===== src/rtl/ddr3_arb_pkg.sv =====
// ddr3_arb_pkg: shared types and constants for the DDR3 port arbiter.
//   arb_state_t : arbiter FSM state encoding (StCalib, StArb, StWdata, StCmd)
//   CMD_WRITE / CMD_READ : app_cmd encodings for the memory UI command port
//   tag_w()     : width of a channel index, never less than one bit
package ddr3_arb_pkg;

  typedef logic [1:0] arb_state_t;

  localparam arb_state_t StCalib = 2'd0;
  localparam arb_state_t StArb   = 2'd1;
  localparam arb_state_t StWdata = 2'd2;
  localparam arb_state_t StCmd   = 2'd3;

  localparam logic [2:0] CMD_WRITE = 3'b000;
  localparam logic [2:0] CMD_READ  = 3'b001;

  function automatic int unsigned tag_w(input int unsigned n);
    return (n > 1) ? $clog2(n) : 1;
  endfunction

endpackage


===== src/rtl/ddr3_port_arbiter_if.sv =====
// ddr3_port_arbiter_if: client-side and memory-UI-side signal bundle of the arbiter.
//   ch_*      : per-channel request / grant / read-return signals
//   app_*     : memory controller command, write-data and read-return ports
//   rd_data   : read data shared by all channels
// Modports: master = arbiter view, slave = clients plus memory controller view.
interface ddr3_port_arbiter_if #(
  parameter int unsigned N_CH   = 4,
  parameter int unsigned ADDR_W = 27,
  parameter int unsigned DATA_W = 128
);

  logic [N_CH-1:0]             ch_req;
  logic [N_CH-1:0]             ch_we;
  logic [N_CH-1:0][ADDR_W-1:0] ch_addr;
  logic [N_CH-1:0][DATA_W-1:0] ch_wdata;
  logic [N_CH-1:0]             ch_gnt;
  logic [N_CH-1:0]             ch_rvalid;
  logic [DATA_W-1:0]           rd_data;

  logic                        app_en;
  logic [2:0]                  app_cmd;
  logic [ADDR_W-1:0]           app_addr;
  logic                        app_rdy;
  logic                        app_wdf_wren;
  logic                        app_wdf_end;
  logic [DATA_W-1:0]           app_wdf_data;
  logic                        app_wdf_rdy;
  logic [DATA_W-1:0]           app_rd_data;
  logic                        app_rd_data_valid;

  modport master (
    input  ch_req, ch_we, ch_addr, ch_wdata,
    input  app_rdy, app_wdf_rdy, app_rd_data, app_rd_data_valid,
    output ch_gnt, ch_rvalid, rd_data,
    output app_en, app_cmd, app_addr, app_wdf_wren, app_wdf_end, app_wdf_data
  );

  modport slave (
    output ch_req, ch_we, ch_addr, ch_wdata,
    output app_rdy, app_wdf_rdy, app_rd_data, app_rd_data_valid,
    input  ch_gnt, ch_rvalid, rd_data,
    input  app_en, app_cmd, app_addr, app_wdf_wren, app_wdf_end, app_wdf_data
  );

endinterface


===== src/rtl/arb_tag_fifo.sv =====
// arb_tag_fifo: small synchronous FIFO holding the channel index of each outstanding read.
//   clk_i / rst_i      : clock, synchronous active-high reset (empties the FIFO)
//   push_i/push_data_i : enqueue a tag (ignored when full)
//   pop_i / pop_data_o : dequeue; pop_data_o shows the head tag combinationally
//   full_o / empty_o   : occupancy flags
module arb_tag_fifo #(
  parameter int unsigned WIDTH = 2,
  parameter int unsigned DEPTH = 8
) (
  input  logic             clk_i,
  input  logic             rst_i,
  input  logic             push_i,
  input  logic [WIDTH-1:0] push_data_i,
  input  logic             pop_i,
  output logic [WIDTH-1:0] pop_data_o,
  output logic             full_o,
  output logic             empty_o
);

  localparam int unsigned PtrW = (DEPTH > 1) ? $clog2(DEPTH) : 1;

  logic [WIDTH-1:0] mem_q [DEPTH];
  logic [PtrW-1:0]  wr_ptr_q, rd_ptr_q;
  logic [PtrW:0]    cnt_q;
  logic             do_push, do_pop;

  assign full_o     = (cnt_q == (PtrW + 1)'(DEPTH));
  assign empty_o    = (cnt_q == '0);
  assign do_push    = push_i && !full_o;
  assign do_pop     = pop_i && !empty_o;
  assign pop_data_o = mem_q[rd_ptr_q];

  // Storage needs no reset; only pointers and count define validity.
  always_ff @(posedge clk_i) begin
    if (do_push) mem_q[wr_ptr_q] <= push_data_i;
  end

  always_ff @(posedge clk_i) begin
    if (rst_i) begin
      wr_ptr_q <= '0;
      rd_ptr_q <= '0;
      cnt_q    <= '0;
    end else begin
      if (do_push) wr_ptr_q <= (wr_ptr_q == PtrW'(DEPTH - 1)) ? '0 : wr_ptr_q + 1'b1;
      if (do_pop)  rd_ptr_q <= (rd_ptr_q == PtrW'(DEPTH - 1)) ? '0 : rd_ptr_q + 1'b1;
      case ({do_push, do_pop})
        2'b10:   cnt_q <= cnt_q + 1'b1;
        2'b01:   cnt_q <= cnt_q - 1'b1;
        default: cnt_q <= cnt_q;
      endcase
    end
  end

endmodule


===== src/rtl/ddr3_port_arbiter.sv =====
// ddr3_port_arbiter: round-robin arbiter multiplexing N_CH clients onto one DDR3 UI port.
//   sys_clk / sys_rst    : UI clock, synchronous active-high reset
//   init_calib_complete  : memory ready; arbitration only runs while high
//   err_orphan           : sticky flag, read data returned with no tag outstanding
//   bus (master)         : client request/grant/read-return and app_* command ports
// Reads record the requesting channel in a tag FIFO so returned data can be routed back.
module ddr3_port_arbiter
  import ddr3_arb_pkg::*;
#(
  parameter int unsigned N_CH     = 4,
  parameter int unsigned ADDR_W   = 27,
  parameter int unsigned DATA_W   = 128,
  parameter int unsigned RD_DEPTH = 8
) (
  input  logic                 sys_clk,
  input  logic                 sys_rst,
  input  logic                 init_calib_complete,
  output logic                 err_orphan,
  ddr3_port_arbiter_if.master  bus
);

  localparam int unsigned TagW = tag_w(N_CH);

  arb_state_t        state_q, state_d;
  logic [TagW-1:0]   last_q, last_d;
  logic [TagW-1:0]   win_q, win_d;
  logic              we_q, we_d;
  logic [2:0]        cmd_q, cmd_d;
  logic [ADDR_W-1:0] addr_q, addr_d;
  logic [DATA_W-1:0] wdata_q, wdata_d;

  logic [N_CH-1:0]   elig;
  logic              found;
  logic [TagW-1:0]   pick;
  logic [31:0]       idx;
  logic              accept;
  logic [N_CH-1:0]   gnt;

  logic              fifo_full, fifo_empty, fifo_pop;
  logic [TagW-1:0]   pop_tag;
  logic [N_CH-1:0]   rvalid_q, rvalid_d;
  logic [DATA_W-1:0] rd_data_q;
  logic              orphan_q;

  // Writes never occupy a tag, so they stay eligible while the FIFO is full.
  assign elig = bus.ch_req & (bus.ch_we | {N_CH{~fifo_full}});

  // Walk from the farthest offset back to last+1 so the nearest eligible channel wins.
  always_comb begin
    found = 1'b0;
    pick  = last_q;
    idx   = '0;
    for (int unsigned k = N_CH; k >= 1; k--) begin
      idx = (32'(last_q) + k) % N_CH;
      if (elig[idx[TagW-1:0]]) begin
        found = 1'b1;
        pick  = idx[TagW-1:0];
      end
    end
  end

  assign accept = (state_q == StCmd) && bus.app_rdy;

  always_comb begin
    state_d = state_q;
    last_d  = last_q;
    win_d   = win_q;
    we_d    = we_q;
    cmd_d   = cmd_q;
    addr_d  = addr_q;
    wdata_d = wdata_q;
    case (state_q)
      StCalib: if (init_calib_complete) state_d = StArb;
      StArb: begin
        if (!init_calib_complete) begin
          state_d = StCalib;
        end else if (found) begin
          win_d   = pick;
          we_d    = bus.ch_we[pick];
          cmd_d   = bus.ch_we[pick] ? CMD_WRITE : CMD_READ;
          addr_d  = bus.ch_addr[pick];
          wdata_d = bus.ch_wdata[pick];
          state_d = bus.ch_we[pick] ? StWdata : StCmd;
        end
      end
      StWdata: if (bus.app_wdf_rdy) state_d = StCmd;
      StCmd: begin
        // A command already issued always completes; calibration loss is honoured after.
        if (bus.app_rdy) begin
          last_d  = win_q;
          state_d = init_calib_complete ? StArb : StCalib;
        end
      end
      default: state_d = StCalib;
    endcase
  end

  always_ff @(posedge sys_clk) begin
    if (sys_rst) begin
      state_q <= StCalib;
      last_q  <= TagW'(N_CH - 1);
      win_q   <= '0;
      we_q    <= 1'b0;
      cmd_q   <= '0;
      addr_q  <= '0;
      wdata_q <= '0;
    end else begin
      state_q <= state_d;
      last_q  <= last_d;
      win_q   <= win_d;
      we_q    <= we_d;
      cmd_q   <= cmd_d;
      addr_q  <= addr_d;
      wdata_q <= wdata_d;
    end
  end

  always_comb begin
    gnt = '0;
    if (accept) gnt[win_q] = 1'b1;
  end

  arb_tag_fifo #(
    .WIDTH (TagW),
    .DEPTH (RD_DEPTH)
  ) u_tag_fifo (
    .clk_i       (sys_clk),
    .rst_i       (sys_rst),
    .push_i      (accept && !we_q),
    .push_data_i (win_q),
    .pop_i       (fifo_pop),
    .pop_data_o  (pop_tag),
    .full_o      (fifo_full),
    .empty_o     (fifo_empty)
  );

  assign fifo_pop = bus.app_rd_data_valid && !fifo_empty;

  always_comb begin
    rvalid_d = '0;
    if (fifo_pop) rvalid_d[pop_tag] = 1'b1;
  end

  always_ff @(posedge sys_clk) begin
    if (sys_rst) begin
      rvalid_q  <= '0;
      rd_data_q <= '0;
      orphan_q  <= 1'b0;
    end else begin
      rvalid_q <= rvalid_d;
      if (fifo_pop) rd_data_q <= bus.app_rd_data;
      if (bus.app_rd_data_valid && fifo_empty) orphan_q <= 1'b1;
    end
  end

  assign bus.app_en       = (state_q == StCmd);
  assign bus.app_cmd      = cmd_q;
  assign bus.app_addr     = addr_q;
  assign bus.app_wdf_wren = (state_q == StWdata);
  assign bus.app_wdf_end  = (state_q == StWdata);
  assign bus.app_wdf_data = wdata_q;
  assign bus.ch_gnt       = gnt;
  assign bus.ch_rvalid    = rvalid_q;
  assign bus.rd_data      = rd_data_q;
  assign err_orphan       = orphan_q;

endmodule


===== src/flat_wrapper.sv =====
// flat-port wrapper written by rule: the top's interface ports become plain ports
module ddr3_port_arbiter_flat import ddr3_arb_pkg::*;
#(
  parameter int unsigned N_CH     = 4,
  parameter int unsigned ADDR_W   = 27,
  parameter int unsigned DATA_W   = 128,
  parameter int unsigned RD_DEPTH = 8
)
  (sys_clk, sys_rst, init_calib_complete, err_orphan, bus_ch_req, bus_ch_we, bus_ch_addr, bus_ch_wdata, bus_app_rdy, bus_app_wdf_rdy, bus_app_rd_data, bus_app_rd_data_valid, bus_ch_gnt, bus_ch_rvalid, bus_rd_data, bus_app_en, bus_app_cmd, bus_app_addr, bus_app_wdf_wren, bus_app_wdf_end, bus_app_wdf_data);
  ddr3_port_arbiter_if #(.N_CH(N_CH), .ADDR_W(ADDR_W), .DATA_W(DATA_W)) bus_i ();
  input  logic sys_clk;
  input  logic sys_rst;
  input  logic init_calib_complete;
  output logic err_orphan;
  input wire logic [$bits(bus_i.ch_req)-1:0] bus_ch_req;
  input wire logic [$bits(bus_i.ch_we)-1:0] bus_ch_we;
  input wire logic [$bits(bus_i.ch_addr)-1:0] bus_ch_addr;
  input wire logic [$bits(bus_i.ch_wdata)-1:0] bus_ch_wdata;
  input wire logic [$bits(bus_i.app_rdy)-1:0] bus_app_rdy;
  input wire logic [$bits(bus_i.app_wdf_rdy)-1:0] bus_app_wdf_rdy;
  input wire logic [$bits(bus_i.app_rd_data)-1:0] bus_app_rd_data;
  input wire logic [$bits(bus_i.app_rd_data_valid)-1:0] bus_app_rd_data_valid;
  output wire logic [$bits(bus_i.ch_gnt)-1:0] bus_ch_gnt;
  output wire logic [$bits(bus_i.ch_rvalid)-1:0] bus_ch_rvalid;
  output wire logic [$bits(bus_i.rd_data)-1:0] bus_rd_data;
  output wire logic [$bits(bus_i.app_en)-1:0] bus_app_en;
  output wire logic [$bits(bus_i.app_cmd)-1:0] bus_app_cmd;
  output wire logic [$bits(bus_i.app_addr)-1:0] bus_app_addr;
  output wire logic [$bits(bus_i.app_wdf_wren)-1:0] bus_app_wdf_wren;
  output wire logic [$bits(bus_i.app_wdf_end)-1:0] bus_app_wdf_end;
  output wire logic [$bits(bus_i.app_wdf_data)-1:0] bus_app_wdf_data;
  assign bus_i.ch_req = bus_ch_req;
  assign bus_i.ch_we = bus_ch_we;
  assign bus_i.ch_addr = bus_ch_addr;
  assign bus_i.ch_wdata = bus_ch_wdata;
  assign bus_i.app_rdy = bus_app_rdy;
  assign bus_i.app_wdf_rdy = bus_app_wdf_rdy;
  assign bus_i.app_rd_data = bus_app_rd_data;
  assign bus_i.app_rd_data_valid = bus_app_rd_data_valid;
  assign bus_ch_gnt = bus_i.ch_gnt;
  assign bus_ch_rvalid = bus_i.ch_rvalid;
  assign bus_rd_data = bus_i.rd_data;
  assign bus_app_en = bus_i.app_en;
  assign bus_app_cmd = bus_i.app_cmd;
  assign bus_app_addr = bus_i.app_addr;
  assign bus_app_wdf_wren = bus_i.app_wdf_wren;
  assign bus_app_wdf_end = bus_i.app_wdf_end;
  assign bus_app_wdf_data = bus_i.app_wdf_data;
  ddr3_port_arbiter #(.N_CH(N_CH), .ADDR_W(ADDR_W), .DATA_W(DATA_W), .RD_DEPTH(RD_DEPTH)) u_core (.sys_clk(sys_clk), .sys_rst(sys_rst), .init_calib_complete(init_calib_complete), .err_orphan(err_orphan), .bus(bus_i));
endmodule

===== config.mk =====
export PLATFORM = sky130hd
export DESIGN_NAME = ddr3_port_arbiter_flat
export DESIGN_NICKNAME = d
export VERILOG_FILES = /design/src/rtl/ddr3_arb_pkg.sv /design/src/rtl/ddr3_port_arbiter_if.sv /design/src/rtl/arb_tag_fifo.sv /design/src/rtl/ddr3_port_arbiter.sv /design/src/flat_wrapper.sv
export SDC_FILE = /design/constraint.sdc
export NUM_CORES = 1
export LEC_CHECK = 0
export CAP_MARGIN = 40
export CORE_AREA = 2 2 410 412
export DETAILED_ROUTE_END_ITERATION = 8
export DIE_AREA = 0 0 412 414
export PLACE_DENSITY = 0.32
export SYNTH_ARGS = -nofsm -noshare
export SYNTH_HDL_FRONTEND = slang
export SYNTH_SLANG_ARGS = --single-unit

===== constraint.sdc =====
create_clock -name sys_clk -period 9.22 [get_ports sys_clk]
set_clock_uncertainty 0.2 [all_clocks]
set_input_delay 1.844 -clock sys_clk [delete_from_list [all_inputs] [get_ports sys_clk]]
set_output_delay 1.844 -clock sys_clk [all_outputs]
set_load 0.005 [all_outputs]

Word level (Yosys, flattened, before mapping)
Memories as Yosys holds them, arrays and structs flattened. A register that Yosys moved wholly into a read port is not among the register bits.
Index checks and enable logic that the tools add are counted.

cells by class
  $add $sub $neg = 8
  $mul = 0
  divide/modulo/power cells = 0
  order comparisons = 9
  equality and inequality tests = 12
  shift-type cells = 0
  mux-type cells = 43
  bitwise logic cells = 4
  reductions and logical operators = 18

operators with widths
  kind                 number
  $bmux 128 s2         1
  $mux 128             1
  $bmux 27 s2          1
  $mux 27              1
  $lt 2x3->1 const B   7
  $mux 2               9
  $mux 1               16
  $mux 3               4
  $bmux 1 s2           5
  $logic_and 1x1->1    8
  $pmux 2 s4           1
  $pmux 4 s2           1
  $add 3x1->3 const B  2
  $eq 2x2->1 const B   3
  $eq 3x3->1 const B   2
  $ne 2x2->1 const B   3
  $add 2x1->2 const B  2
  $add 2x2->2 const B  2
  $add 4x1->4 const B  1
  $and 4x4->4          1
  $demux 1 s2          2
  $eq 2x1->1 const B   2
  $eq 4x4->1 const B   1
  $ge 2x1->1 const B   2
  other kinds (13)     16

word-level totals
  register bits after elaboration = 308
  bits in latches = 0
  memory bits (writable) = 16
  memory bits (read-only) = 0
  input bits = 762
  memories kept = 1

memories
  memory                   words  bits a word  read ports  clocked after Yosys merged registers in  write ports  RTL line            text
  u_core.u_tag_fifo.mem_q  8      2            1           1                                        1            arb_tag_fifo.sv:22  logic [WIDTH-1:0] mem_q [DEPTH];

Depth between registers and ports, before layout
  depth in word-level cells = 16
  depth in mapped cells = 12

By module
Synthesis repeated with hierarchy kept, for this count alone.

second synthesis, totals
  cells, all modules = 2013
  area, all modules = 16767.3 um^2

modules (own cells, without submodules)
  module             instances  cells an instance  area each (um^2)  sequential area each (um^2)
  ddr3_port_arbiter  1          1914               15481.1           5925.7
  arb_tag_fifo       1          99                 1286.2            740.7

Least setup slack after synthesis
OpenSTA, ideal clock, no wires.

  kind = input-to-output
  start = input port bus_app_rdy
  end = output port bus_ch_gnt[3]
  arrival = 2219 ps
  slack = 4957 ps
  stages on the path = 2
  buffers on the path = 0
  cell sequence = and3_1 > and3_1

on the way
  cells in the longest elaborated chain, start to end = 2

ends and longest elaborated chain
  element            RTL line                  text
  start, declared    flat_wrapper.sv:19        input wire logic [$bits(bus_i.app_rdy)-1:0] bus_app_rdy;
  $logic_and 1x1->1  ddr3_port_arbiter.sv:62   assign accept = (state_q == StCmd) && bus.app_rdy;
  $mux 4             ddr3_port_arbiter.sv:120  if (accept) gnt[win_q] = 1'b1;
  end, declared      flat_wrapper.sv:23        output wire logic [$bits(bus_i.ch_gnt)-1:0] bus_ch_gnt;

Every way passes these cells.

Worst setup path after layout
  start = input port bus_app_rdy
  end = output port bus_ch_gnt[2]

The elaborated chain is that of the path after synthesis.

==> metrics.txt <==
antenna-violating nets left 0; CTS tree built; CP Depth 5; initial antenna violation count 60; Compound-Gate Fraction of Synth Area 0.284; register-to-register setup slack 4.61 ns; drt total wl 136000 um; final cell count without fillers 5193; Setup CP Type input port to output pin; critical path arrival 3.43 ns; Hold Path Class flip-flop to flip-flop; share of cells above drive strength 1 0.0498; unrepaired setup endpoints after global routing no; WL met3 11900 um; largest net degree at the start of global routing 100; number of CTS-inserted buffers 50; core region area 166000 um^2; Synth Cell Area 17400 um^2; drt first pass iters 5; Starting Density 0.105; highest routed metal layer met5; minimum clock period about 5.5 ns; worst skew pair latency 0.63 ns; Port Buf Inserts 1057; GRT Total Usage 0.152; mux share of post-synthesis cell area 0.0997; Hold Fails Final Rpt 0; Mean Syn Cell Area 8.55 um^2; Setup Fix Bufs, Post-CTS 0; Pleak 10.8 nW; critical path's slowest cell clkdlybuf4s50_1; fin util 0.193; Yosys reg bits 325; Worst setup EP type output pin; vias per cell 3.99; Synthesis Warnings 0; drc violations 0; Async SR Flop Fraction 0; adder-cell share of the synthesized area 0.00618; Unique masters post-synth 51; Synth Flop Type dfxtp_1; Cells after Synth between 2000 and 2500; Setup crit start bus_app_rdy; Horiz. Die Dim 412 um; post-CTS sizing 0; Max-Slew Margin vs Limit 0.252; Peak VDD IR 131 uV; Synth Area in XOR/XNOR 0.00151; R2R cell count 8; FF-to-FF End u_core.bus.app_addr[15]; first-pass GRT wire length 185000 um; worst stage delay on the critical path approximately 0.57 ns; Setup crit end bus_ch_gnt[2]; worst path bufs/invs 2; CP required 7.18 ns; Hold-fix buffers, CTS 0; final-stage net count 3700; vias between 20000 and 25000; status completed; Final setup viols 0; CTS Sinks 325; RR Startpoint u_core.u_tag_fifo.cnt_q[0]; post-synthesis sequential area ratio 0.383; setup TNS 0 ns; routability cong. 0.800; critical path fanouts, max 4; DRT iter0 DRCs about 1100; CTS max path bufs 3; Post-Place Cells 5082; met1 WL 53800 um; DIE HEIGHT about 410 um; Post-synth EDFFs 16; Simple-Gate Fraction of Synth Area 0.166; DR WL met2 67400 um; most frequent CP cell clkdlybuf4s50_1; crit-path leading delay family buffers and inverters; main combinational cell family by area after synthesis compound AO/OA/AOI/OAI gates; global route total overflow 0; Row Count 150; Die Area around 170000 um^2; power density cells 140 nW/um^2; area grow syn2layout 84.6%; # H-tree levels 2; Final Max Tran Viols 0; Startpoint Class input port; number of global-route vias before repair 21400; clk slew on worst S/H paths ~0.060 ns; max_cap viols 0; Worst Tran Pin Value 1.12 ns; worst-path cell chain clkdlybuf4s50_1 > and3_1 > nand2_1 > nor2_1 > clkdlybuf4s50_1; CTS root buf clkbuf_16; FMAX 183 MHz; IO Count 1060; dpl hpwl 99200 um; drt wl/cell 26.2 um; final cycle utilization of the critical path 0.594
==> routing by layer <==
layer  track usage  vias to the layer above
li1              -                     9604
met4        0.0327                       56
met3        0.0539                      169
met1         0.176                    10100
met5             0                        -
met2         0.267                      817
==> layout make-up <==
type / instances / area (um^2)
clock buffers: 75 / 1530
flip-flops and latches: 325 / 6670
multi-input cells: 1450 / 9820
repair buffers: 1096 / 11100
fillers: 18600 / 134000
diodes: 17 / 42.5
well taps: 2204 / 2760
clock inverters: 19 / 251
inverters: 7 / 28.8
==> worst min-delay path, cell delays in order (launching register included) <==
cell and delay, ns:
dfxtp_1 0.30, nand2_1 0.05, a21oi_1 0.05
==> metrics by stage <==
| step | hold WS, ns | area (um^2) | setup slack, ns | total power, mW |
|---|---|---|---|---|
| floorplan | 0.223 | 17400 | 4.96 | 1.82 |
| global placement | 0.242 | 30200 | 3.34 | 2.44 |
| detailed placement | 0.242 | 30300 | 3.33 | 2.45 |
| CTS | 0.254 | 32100 | 3.73 | 4.64 |
| global route | 0.265 | 32100 | 3.64 | 4.73 |
| finish | 0.251 | 32200 | 3.74 | 4.51 |
==> flip-flops by register name, indices dropped and copies added, names as in the netlist, 3 cells and up, named ones only <==
register	cells
u_core.bus.app_addr	27
u_core.u_tag_fifo.mem_q	16
u_core.bus.rd_data	128
u_core.u_tag_fifo.rd_ptr_q	3
u_core.bus.app_wdf_data	128
u_core.u_tag_fifo.wr_ptr_q	3
u_core.u_tag_fifo.cnt_q	4
u_core.bus.ch_rvalid	4
==> worst min-delay path by stage <==
| stage | start | end | cells after the start |
|---|---|---|---|
| floorplan | u_core.we_q | u_core.we_q | 2 |
| global placement | u_core.bus.rd_data[71] | u_core.bus.rd_data[71] | 2 |
| detailed placement | u_core.we_q | u_core.we_q | 2 |
| CTS | u_core.bus.rd_data[8] | u_core.bus.rd_data[8] | 2 |
| global route | u_core.bus.rd_data[47] | u_core.bus.rd_data[47] | 2 |
| finish | u_core.bus.rd_data[97] | u_core.bus.rd_data[97] | 2 |
==> power breakdown <==
part / total, mW / leakage, nW / internal (mW) / switching [mW]
Combinational: 0.911 / 7.23 / 0.485 / 0.426
Clock: 2.10 / 0.876 / 1.26 / 0.844
Sequential: 1.49 / 2.65 / 1.46 / 0.0318
Total: 4.51 / 10.8 / 3.20 / 1.30
==> layout by cell type, fill, tap and decap left out, types with 4 or more instances in the layout <==
master and n:
buf_4 26, ha_1 7, nor3_1 8, o211ai_1 155, edfxtp_1 16, dfxtp_1 309, clkbuf_16 50, buf_12 9
diode_2 17, nand4_1 156, clkbuf_8 18, clkinv_2 8, nand3b_1 4, nand2_1 431, clkdlybuf4s50_1 1056, o31ai_1 155
a21oi_1 142, bufinv_16 4, inv_1 6, nor2_1 22, clkbuf_1 7, mux2i_1 159, a2111o_1 155, mux4_2 5
buf_16 4
==> cell families (layout without fill, tap and decap cells) <==
kind of cell / count (synthesis) / after routing
AOI/OAI and AO/OA: 626 / 626
xor gates and xnor gates: 3 / 3
adders and majority gates: 8 / 8
buffers and inverters: 263 / 1197
DFF: 325 / 325
muxes: 167 / 167
other: 1 / 19
and+or+nand+nor: 644 / 644
==> Yosys cell counts (3+ instances only) <==
cell type,instances,share of area
nand2_1,432,0.093
dfxtp_1,309,0.36
clkbuf_1,200,0.043
mux2i_1,160,0.092
nand4_1,156,0.056
a2111o_1,155,0.10
o211ai_1,155,0.067
o31ai_1,155,0.067
a21oi_1,142,0.041
buf_2,35,0.010
nor2_1,22,0.0047
buf_1,17,0.0037
edfxtp_1,16,0.028
nor3_1,9,0.0026
ha_1,7,0.0050
inv_1,6,0.0013
mux4_2,5,0.0065
buf_4,4,0.0017
nand3b_1,4,0.0017
and3_1,3,0.0011
nand2b_1,3,0.0011
nand3_1,3,0.00086
nor2b_1,3,0.0011
o21ai_1,3,0.00086
(Power assumes the default switching activity.)
